File: config.mk
export PLATFORM = sky130hd
export DESIGN_NAME = fetch_flat
export DESIGN_NICKNAME = d
export VERILOG_FILES = /design/src/rtl/types_pkg.sv /design/src/rtl/fetch_if.sv /design/src/rtl/fetch_buffer.sv /design/src/rtl/fetch.sv /design/src/flat_wrapper.sv
export SDC_FILE = /design/constraint.sdc
export NUM_CORES = 1
export LEC_CHECK = 0
export ABC_AREA = 1
export BUFFER_PORTS_ARGS = -buffer_cell sky130_fd_sc_hd__buf_2
export CAP_MARGIN = 20
export CORE_UTILIZATION = 51
export CTS_CLUSTER_DIAMETER = 50
export DETAILED_ROUTE_END_ITERATION = 7
export GPL_TIMING_DRIVEN = 0
export HOLD_SLACK_MARGIN = 0.03
export PLACE_DENSITY = 0.74
export SLEW_MARGIN = 25
export SYNTH_ARGS = -nofsm -noshare
export SYNTH_HDL_FRONTEND = slang
export SYNTH_SLANG_ARGS = --single-unit
File: constraint.sdc
create_clock -name clk -period 2.84 [get_ports clk]
set_input_delay 0.284 -clock clk [delete_from_list [all_inputs] [get_ports clk]]
set_output_delay 0.284 -clock clk [all_outputs]
set_load 0.02 [all_outputs]
File: src/rtl/types_pkg.sv
// Shared fetch-stage types: reset PC, FIFO entry layout, PC step helper.
// No logic; constants and typedefs only.
// Not applicable; nothing here carries flow control.
package types_pkg;

  localparam logic [31:0] RESET_PC = 32'h0000_0000;

  typedef struct packed {
    logic [31:0] pc;
    logic [31:0] instr;
  } fetch_entry;

  // Sequential fetch advances one 32-bit word; wraps modulo 2^32.
  function automatic logic [31:0] next_pc(input logic [31:0] pc);
    return pc + 32'd4;
  endfunction

endpackage

File: src/rtl/fetch_if.sv
// Bundles the instruction-memory port, back-end redirect and decode handshake.
// Pure wiring; no latency.
// Decode backpressure is ready_out; fetch throttles imem_req from it.
interface fetch_if;

  logic        mispredict;
  logic [31:0] redirect_pc;
  logic        imem_req;
  logic [31:0] imem_addr;
  logic [31:0] imem_rdata;
  logic        ready_out;
  logic        valid_out;
  logic [31:0] instr_out;
  logic [31:0] pc_out;

  // Fetch stage side.
  modport master (
    input  mispredict, redirect_pc, imem_rdata, ready_out,
    output imem_req, imem_addr, valid_out, instr_out, pc_out
  );

  // Environment side: back end, instruction memory and decode.
  modport slave (
    output mispredict, redirect_pc, imem_rdata, ready_out,
    input  imem_req, imem_addr, valid_out, instr_out, pc_out
  );

endinterface

File: src/rtl/fetch_buffer.sv
// Two-entry in-order FIFO of {pc, instr} with flush; head is a register read.
// Push visible at head the cycle after the push edge.
// No internal backpressure; the caller must never push when full.
module fetch_buffer
  import types_pkg::*;
(
  input  logic       clk,
  input  logic       reset,
  input  logic       push_i,
  input  fetch_entry push_dat_i,
  input  logic       pop_i,
  input  logic       flush_i,
  output fetch_entry head_dat_o,
  output logic [1:0] count_o
);

  fetch_entry entries_q [2];
  fetch_entry entries_d [2];
  logic       wr_ptr_q, wr_ptr_d;
  logic       rd_ptr_q, rd_ptr_d;
  logic [1:0] count_q, count_d;

  // Next state: flush wins over push and pop; 1-bit pointers wrap naturally.
  always_comb begin
    entries_d = entries_q;
    wr_ptr_d  = wr_ptr_q;
    rd_ptr_d  = rd_ptr_q;
    count_d   = count_q;
    if (flush_i) begin
      wr_ptr_d = 1'b0;
      rd_ptr_d = 1'b0;
      count_d  = 2'd0;
    end else begin
      if (push_i) begin
        entries_d[wr_ptr_q] = push_dat_i;
        wr_ptr_d            = ~wr_ptr_q;
      end
      if (pop_i) begin
        rd_ptr_d = ~rd_ptr_q;
      end
      count_d = count_q + {1'b0, push_i} - {1'b0, pop_i};
    end
  end

  // State registers; reset also clears storage so the head reads zero.
  always_ff @(posedge clk) begin
    if (reset) begin
      entries_q[0] <= '0;
      entries_q[1] <= '0;
      wr_ptr_q     <= 1'b0;
      rd_ptr_q     <= 1'b0;
      count_q      <= 2'd0;
    end else begin
      entries_q <= entries_d;
      wr_ptr_q  <= wr_ptr_d;
      rd_ptr_q  <= rd_ptr_d;
      count_q   <= count_d;
    end
  end

  assign head_dat_o = entries_q[rd_ptr_q];
  assign count_o    = count_q;

endmodule

File: src/rtl/fetch.sv
// Instruction fetch: PC generation, single-cycle imem request, 2-entry output FIFO.
// Request at T, data at T+1, valid_out at T+2; redirect to valid_out is 3 cycles.
// Requests stall when buffered + in-flight entries would exceed 2; decode stalls hold the head.
module fetch #(
  parameter logic [31:0] RESET_PC = types_pkg::RESET_PC
) (
  input logic     clk,
  input logic     reset,
  fetch_if.master bus
);

  import types_pkg::fetch_entry;
  import types_pkg::next_pc;

  logic [31:0] pc_q, pc_d;
  logic [31:0] req_pc_q, req_pc_d;
  logic        inflight_q, inflight_d;

  logic [1:0]  count;
  logic [2:0]  occupancy;
  logic        pop;
  logic        push;
  fetch_entry  head;
  fetch_entry  push_entry;

  // Handshake and request decision; a redirect or reset suppresses everything.
  always_comb begin
    bus.valid_out = (count != 2'd0) && !bus.mispredict && !reset;
    pop           = bus.valid_out && bus.ready_out;
    occupancy     = {1'b0, count} + {2'b00, inflight_q} - {2'b00, pop};
    bus.imem_req  = !reset && !bus.mispredict && (occupancy < 3'd2);
    push          = inflight_q && !bus.mispredict && !reset;
    push_entry    = '{pc: req_pc_q, instr: bus.imem_rdata};
  end

  // PC and in-flight tracking; redirect overrides the sequential increment.
  always_comb begin
    pc_d       = pc_q;
    req_pc_d   = req_pc_q;
    inflight_d = bus.imem_req;
    if (bus.mispredict) begin
      pc_d = bus.redirect_pc;
    end else if (bus.imem_req) begin
      pc_d     = next_pc(pc_q);
      req_pc_d = pc_q;
    end
  end

  // State registers.
  always_ff @(posedge clk) begin
    if (reset) begin
      pc_q       <= RESET_PC;
      req_pc_q   <= RESET_PC;
      inflight_q <= 1'b0;
    end else begin
      pc_q       <= pc_d;
      req_pc_q   <= req_pc_d;
      inflight_q <= inflight_d;
    end
  end

  fetch_buffer u_buffer (
    .clk        (clk),
    .reset      (reset),
    .push_i     (push),
    .push_dat_i (push_entry),
    .pop_i      (pop),
    .flush_i    (bus.mispredict),
    .head_dat_o (head),
    .count_o    (count)
  );

  assign bus.imem_addr = pc_q;
  assign bus.instr_out = head.instr;
  assign bus.pc_out    = head.pc;

endmodule

File: src/flat_wrapper.sv
// flat-port wrapper written by rule: the top's interface ports become plain ports
module fetch_flat import types_pkg::fetch_entry; import types_pkg::next_pc;
#(
  parameter logic [31:0] RESET_PC = types_pkg::RESET_PC
)
  (clk, reset, bus_mispredict, bus_redirect_pc, bus_imem_rdata, bus_ready_out, bus_imem_req, bus_imem_addr, bus_valid_out, bus_instr_out, bus_pc_out);
  fetch_if bus_i ();
  input logic clk;
  input logic reset;
  input wire logic [$bits(bus_i.mispredict)-1:0] bus_mispredict;
  input wire logic [$bits(bus_i.redirect_pc)-1:0] bus_redirect_pc;
  input wire logic [$bits(bus_i.imem_rdata)-1:0] bus_imem_rdata;
  input wire logic [$bits(bus_i.ready_out)-1:0] bus_ready_out;
  output wire logic [$bits(bus_i.imem_req)-1:0] bus_imem_req;
  output wire logic [$bits(bus_i.imem_addr)-1:0] bus_imem_addr;
  output wire logic [$bits(bus_i.valid_out)-1:0] bus_valid_out;
  output wire logic [$bits(bus_i.instr_out)-1:0] bus_instr_out;
  output wire logic [$bits(bus_i.pc_out)-1:0] bus_pc_out;
  assign bus_i.mispredict = bus_mispredict;
  assign bus_i.redirect_pc = bus_redirect_pc;
  assign bus_i.imem_rdata = bus_imem_rdata;
  assign bus_i.ready_out = bus_ready_out;
  assign bus_imem_req = bus_i.imem_req;
  assign bus_imem_addr = bus_i.imem_addr;
  assign bus_valid_out = bus_i.valid_out;
  assign bus_instr_out = bus_i.instr_out;
  assign bus_pc_out = bus_i.pc_out;
  fetch #(.RESET_PC(RESET_PC)) u_core (.clk(clk), .reset(reset), .bus(bus_i));
endmodule
# ---- Yosys cells after proc, flatten, opt, wreduce, memory -nomap -nowiden
# Cells that the tools add are included.
dict set report totals {
  register_bits 197
}
dict set report classes {
  order_cmp 4
  n_mux 8
  n_addsub 5
  n_reduce_logical 15
  bitwise 5
}
# op count
set ops {}
lappend ops {{two-way mux 64 bit} 4}
lappend ops {{bitwise mux 128 bit} 1}
lappend ops {{demux 64 bit (select 1 bit)} 1}
lappend ops {{two-way mux 32 bit} 2}
lappend ops {{adder 32 x 3 -> 32 bit (second input constant)} 1}
lappend ops {{logical AND 1 bit} 8}
lappend ops {{greater-or-equal comparator 2 bit (second input constant)} 2}
lappend ops {{NOT 1 -> 2 bit} 2}
lappend ops {{AND reduction 2 bit} 2}
lappend ops {{nonzero test 2 bit} 2}
lappend ops {{adder 2 x 1 -> 3 bit} 1}
lappend ops {{less-than comparator 3 x 2 -> 1 bit (second input constant)} 1}
lappend ops {{NOT 1 bit} 3}
lappend ops {{subtractor 3 x 1 -> 3 bit} 1}
lappend ops {{adder 2 x 1 -> 2 bit} 1}
lappend ops {{logical NOT 1 bit} 2}
lappend ops {{less-than comparator 2 x 1 -> 1 bit (second input constant)} 1}
lappend ops {{OR reduction 2 bit} 1}
lappend ops {{subtractor 2 x 1 -> 2 bit} 1}

# ---- Depth between registers and ports, before layout
dict set report depth {
  ltp_word 9
  mapped_depth 20
  ltp_nobuf 18
}

# ---- Hierarchy
# Synthesis repeated with hierarchy kept, for this count alone.
dict set report unflattened {
  cells_unflattened 1405
  hier_area_um2 9208.8
}
# mod seq_area_each_um2 n_inst cells_per_inst area_each_um2
set modules_own_cells {}
lappend modules_own_cells {fetch_buffer 2642.5 1 852 5749.3}
lappend modules_own_cells {fetch 1301.2 1 553 3459.6}

# ---- Worst setup path before layout
# No wires, ideal clock.
dict set report synth_path {
  path_kind {input -> output}
  startpoint {input reset}
  endpoint {output bus_imem_req}
  setup_slack_ns -0.004
  t_arrival_ns 2.560
  path_buffers 3
  stages 16
  required_ns 2.556
  path_cell_list {buf_6 inv_4 nand2_4 nor2_1 nand2_1 inv_1 ha_1 inv_1 nand2_1 fa_1 inv_1 nor2_2 nand2_2 inv_2 buf_4 buf_2}
}
dict set report synth_via {
  elab_chain_len 6
  elab_cells_between_ends 7
  cone_classes {add/sub (1); order compare (1); reduce/logical (5)}
}
# element line_no
set synth_rtl {}
lappend synth_rtl {{start, declared} flat_wrapper.sv:9} ;# input logic reset;
lappend synth_rtl {{logical NOT 1 bit} fetch.sv:28} ;# bus.valid_out = (count != 2'd0) && !bus.mispredict && !reset;
lappend synth_rtl {{logical AND 1 bit} fetch.sv:28}
lappend synth_rtl {{via bus_valid_out} flat_wrapper.sv:16} ;# output wire logic [$bits(bus_i.valid_out)-1:0] bus_valid_out;
lappend synth_rtl {{logical AND 1 bit} fetch.sv:29} ;# pop = bus.valid_out && bus.ready_out;
lappend synth_rtl {{via u_core.pop} fetch.sv:21} ;# logic pop;
lappend synth_rtl {{subtractor 3 x 1 -> 3 bit} fetch.sv:30} ;# occupancy = {1'b0, count} + {2'b00, inflight_q} - {2'b00, pop};
lappend synth_rtl {{less-than comparator 3 x 2 -> 1 bit} fetch.sv:31} ;# bus.imem_req = !reset && !bus.mispredict && (occupancy < 3'd2);
lappend synth_rtl {{logical AND 1 bit} fetch.sv:31}
lappend synth_rtl {{end, declared} flat_wrapper.sv:14} ;# output wire logic [$bits(bus_i.imem_req)-1:0] bus_imem_req;
# The timed path passes the listed nets, and every way through them passes these cells.

# ---- Final worst setup path
dict set report layout_path {
  startpoint {register u_core.u_buffer.count_q[0], in the netlist u_core.u_buffer.count_o[0]}
  endpoint {output bus_imem_req}
}
dict set report layout_via {
  elab_chain_len 7
  elab_cells_between_ends 8
  cone_classes {add/sub (2); order compare (1); reduce/logical (5)}
}
# element line_no
set layout_rtl {}
lappend layout_rtl {{start, declared} fetch_buffer.sv:21} ;# logic [1:0] count_q, count_d;
lappend layout_rtl {{start signal, assigned} fetch_buffer.sv:57} ;# count_q <= count_d;
lappend layout_rtl {{nonzero test 2 bit} fetch.sv:28}
lappend layout_rtl {{logical AND 1 bit (2 in series)} fetch.sv:28}
lappend layout_rtl {{logical AND 1 bit} fetch.sv:29}
lappend layout_rtl {{via u_core.pop} fetch.sv:21}
lappend layout_rtl {{subtractor 3 x 1 -> 3 bit} fetch.sv:30}
lappend layout_rtl {{less-than comparator 3 x 2 -> 1 bit} fetch.sv:31}
lappend layout_rtl {{logical AND 1 bit} fetch.sv:31}
# The timed path passes the listed nets, and every way through them passes these cells.

==> metrics <==
Clock Tree Buf Depth=2; largest net degree at the start of global routing=19; critical path class=flip-flop to primary output; number of nets in the layout=1516; YS warnings=0; setup TNS=0 ns; commonest non-fill, non-tap cells in the layout=o21ai_0, nor2_1, nand2_1; R2R Path Start=u_core.u_buffer.count_o[0]; Mapped Cells=1255; fillers=about 1600; DR vias=8614; Max-slew headroom=48.0%; post-route ant nets=0; critical-path maximum fanout=3; Slew Limit Fails=0; final hold vios=0; Fmax achieved=365 MHz; PortBufs=164; std cell rows=47; I/O pins=166; cts bufs inserted=17; CP startpoint kind=flip-flop; leak pwr=0.00472 uW; crit path capture type=primary output; FF+latch count, synth=around 200; clock sinks=197; DRC=0; first-pass GRT wire length=about 40000 um; Util after Layout=63.2%; initial antenna violation count=0; Avg Synthesized Cell Area=6.92 um^2; Worst-path clk slew=roughly 0.07 ns; ANT cells=0; P_int=roughly 4500 uW; Die Y=~130 um; reg2reg setup slack=between 0.1 and 0.15 ns; # setup viols final=0; die width=133 um; Flop pwr share=approximately 49%; vias in the first global route=7834; RR Endpoint=u_core.req_pc_q[3]; Worst Hold Path EP=u_core.bus.imem_addr[0]; gpl congestion=just over 0.9; Hold Crit Start=bus_redirect_pc[0]; sw frac=24.9%; full die area=between 0.015 and 0.02 mm^2; # H-tree levels=4; Mapped Area=0.00869 mm^2; Comb power frac=approximately a tenth; TritonCTS clock tree=built; class of the worst hold path=primary input to flip-flop; core area=0.0166 mm^2; NetSw=1480 uW; dpl ws=-0.331 ns; WHS=0.0787 ns; Synth top area share=45.4%; Via density=5.14; detailed placer's ending HPWL=between 15000 and 20000 um; Tcrit/Tclk final=between 90% and 100%; area grow syn2layout=20.6%; routed wire length per instance=between 10 and 15 um; Synth cell types=33; Max Clock Skew=0.00969 ns; reg2reg path depth=16; Mapped Nets=around 1300; Setup WS post-layout=0.103 ns; PD cells=567 mW/mm^2; Worst EP arrival=2.45 ns; slew at the pin with the worst max-slew slack=slightly below 0.8 ns; total global routing overflow=0; GRT Total Usage=27.8%; TritonRoute pass-1 iters=4; commonest non-fill, non-tap cell in the layout=o21ai_0; status=finished, final reports clean; initial core utilization=52.4%; cell taking the most area after synthesis=dfxtp_1; Max-Cap Viols=0; Root Driver=clkbuf_16; drt total wl=24100 um; DR iter-0 viols=633; Req. time, crit path=2.56 ns; Seq/Total Area, Yosys=45.4%; largest cells by area after synthesis=dfxtp_1, o21ai_0, nor2_1; clock network power share=40.9%; layout cells sized above 1=18.1%; WHS Path Cells=3; peak supply drop=0.436 mV; multi-input logic area=0.00389 mm^2; fin crit period=between 2 and 3 ns; insertion delay to the later sink of the worst-skew pair=about 0.43 ns; storage element area=0.00395 mm^2
[critical path: stages (launching register included)]
cell and delay, ns:
dfxtp_4 0.36, nor2_4 0.12, nor2_4 0.04, nand2_2 0.08
inv_2 0.04, ha_1 0.27, inv_1 0.07, nand2_1 0.06
fa_1 0.47, inv_1 0.05, nor2_2 0.08, nand2_2 0.10
inv_4 0.09, buf_12 0.10, buf_6 0.10
[logic make-up (layout without fill, tap and decap cells)]
family / after synthesis / count (layout) / share of synthesized area, %
flops: 197 / 197 / 45.4
buf+inv: 212 / 412 / 10.1
simple gates: 510 / 510 / 23.9
fa+ha+maj: 5 / 5 / 0.807
xor+xnor: 8 / 8 / 0.807
compound gates: 323 / 323 / 18.9
[layout make-up]
cell class                 count  share of cell area, %
tap                          220                   2.63
sequential                   197                   37.7
clock inverter                 7                  0.908
buffer                        77                   3.68
inverter                     134                   4.85
multi-input combinational    846                   37.1
clock buffer                  24                   4.79
timing repair buffer         170                   8.32
[state kept, by name, indices dropped and copies added (netlist names)]
| register | count |
|---|---|
| u_core.u_buffer.entries_q | 128 |
| u_core.bus.imem_addr | 32 |
| u_core.req_pc_q | 32 |
| u_core.u_buffer.count_o | 2 |
| u_core.inflight_q | 1 |
| u_core.u_buffer.rd_ptr_q | 1 |
| u_core.u_buffer.wr_ptr_q | 1 |
[cells in the mapped netlist]
master and number:
a211oi_1 5, a21boi_1 1, a21oi_1 88, a22oi_1 1, a31oi_1 4, buf_1 2
buf_2 26, buf_4 7, buf_6 3, clkbuf_1 39, clkbuf_2 1, dfxtp_1 197
fa_1 1, ha_1 4, inv_1 129, inv_2 4, inv_4 1, nand2_1 199
nand2_2 2, nand2_4 1, nand3_1 49, nand3b_1 9, nand4_1 3, nor2_1 223
nor2_2 9, nor2_4 1, nor3_1 13, o211a_1 1, o21ai_0 222, o21ai_1 1
or2_2 1, xnor2_1 2, xor2_1 6
[worst max path at each step]
stage	startpoint	to	slack, ns
after global routing	u_core.u_buffer.count_o[0]	bus_imem_req	-0.006
after global placement	bus_mispredict	bus_imem_req	-0.27
after floorplan	reset	bus_imem_req	0.12
after CTS	u_core.u_buffer.count_o[1]	bus_imem_req	0.005
final	u_core.u_buffer.count_o[0]	bus_imem_req	0.10
after detailed placement	bus_mispredict	bus_imem_req	-0.33
[repair_timing]
item / in CTS / in global routing
pin swaps: 0 / 4
resized for setup: 9 / 11
hold endpoints to repair: 0 / 0
setup buffers: 3 / 3
hold buffers: 0 / 0
endpoints found under the setup margin: 1 / 22
[layer usage]
| metal | global-route usage, % | part of all wire, % |
|---|---|---|
| met1 | 38.5 | 46 |
| met4 | 9.96 | 2.3 |
| met5 | 0 | 0 |
| met2 | 44.4 | 46 |
| met3 | 3.49 | 5.5 |
[metrics by stage]
step / instance area [um^2] / power (uW) / instances
2_1_floorplan: 8690 / 3330 / 1255
3_3_place_gp: 9790 / 3550 / 1639
3_5_place_dp: 9790 / 3560 / 1639
4_1_cts: 10400 / 5960 / 1672
5_1_grt: 10500 / 6140 / 1675
6_report: 10500 / 5940 / 1675
[power groups by stage]
stage	Clock, uW	Sequential [uW]	Combinational (uW)
after floorplan	0	3010	320
after global placement	0	2990	553
after detailed placement	0	3000	560
after CTS	2460	2930	570
after global routing	2560	2950	641
final	2430	2940	575
Note: power is estimated with default switching activity, not from simulation.
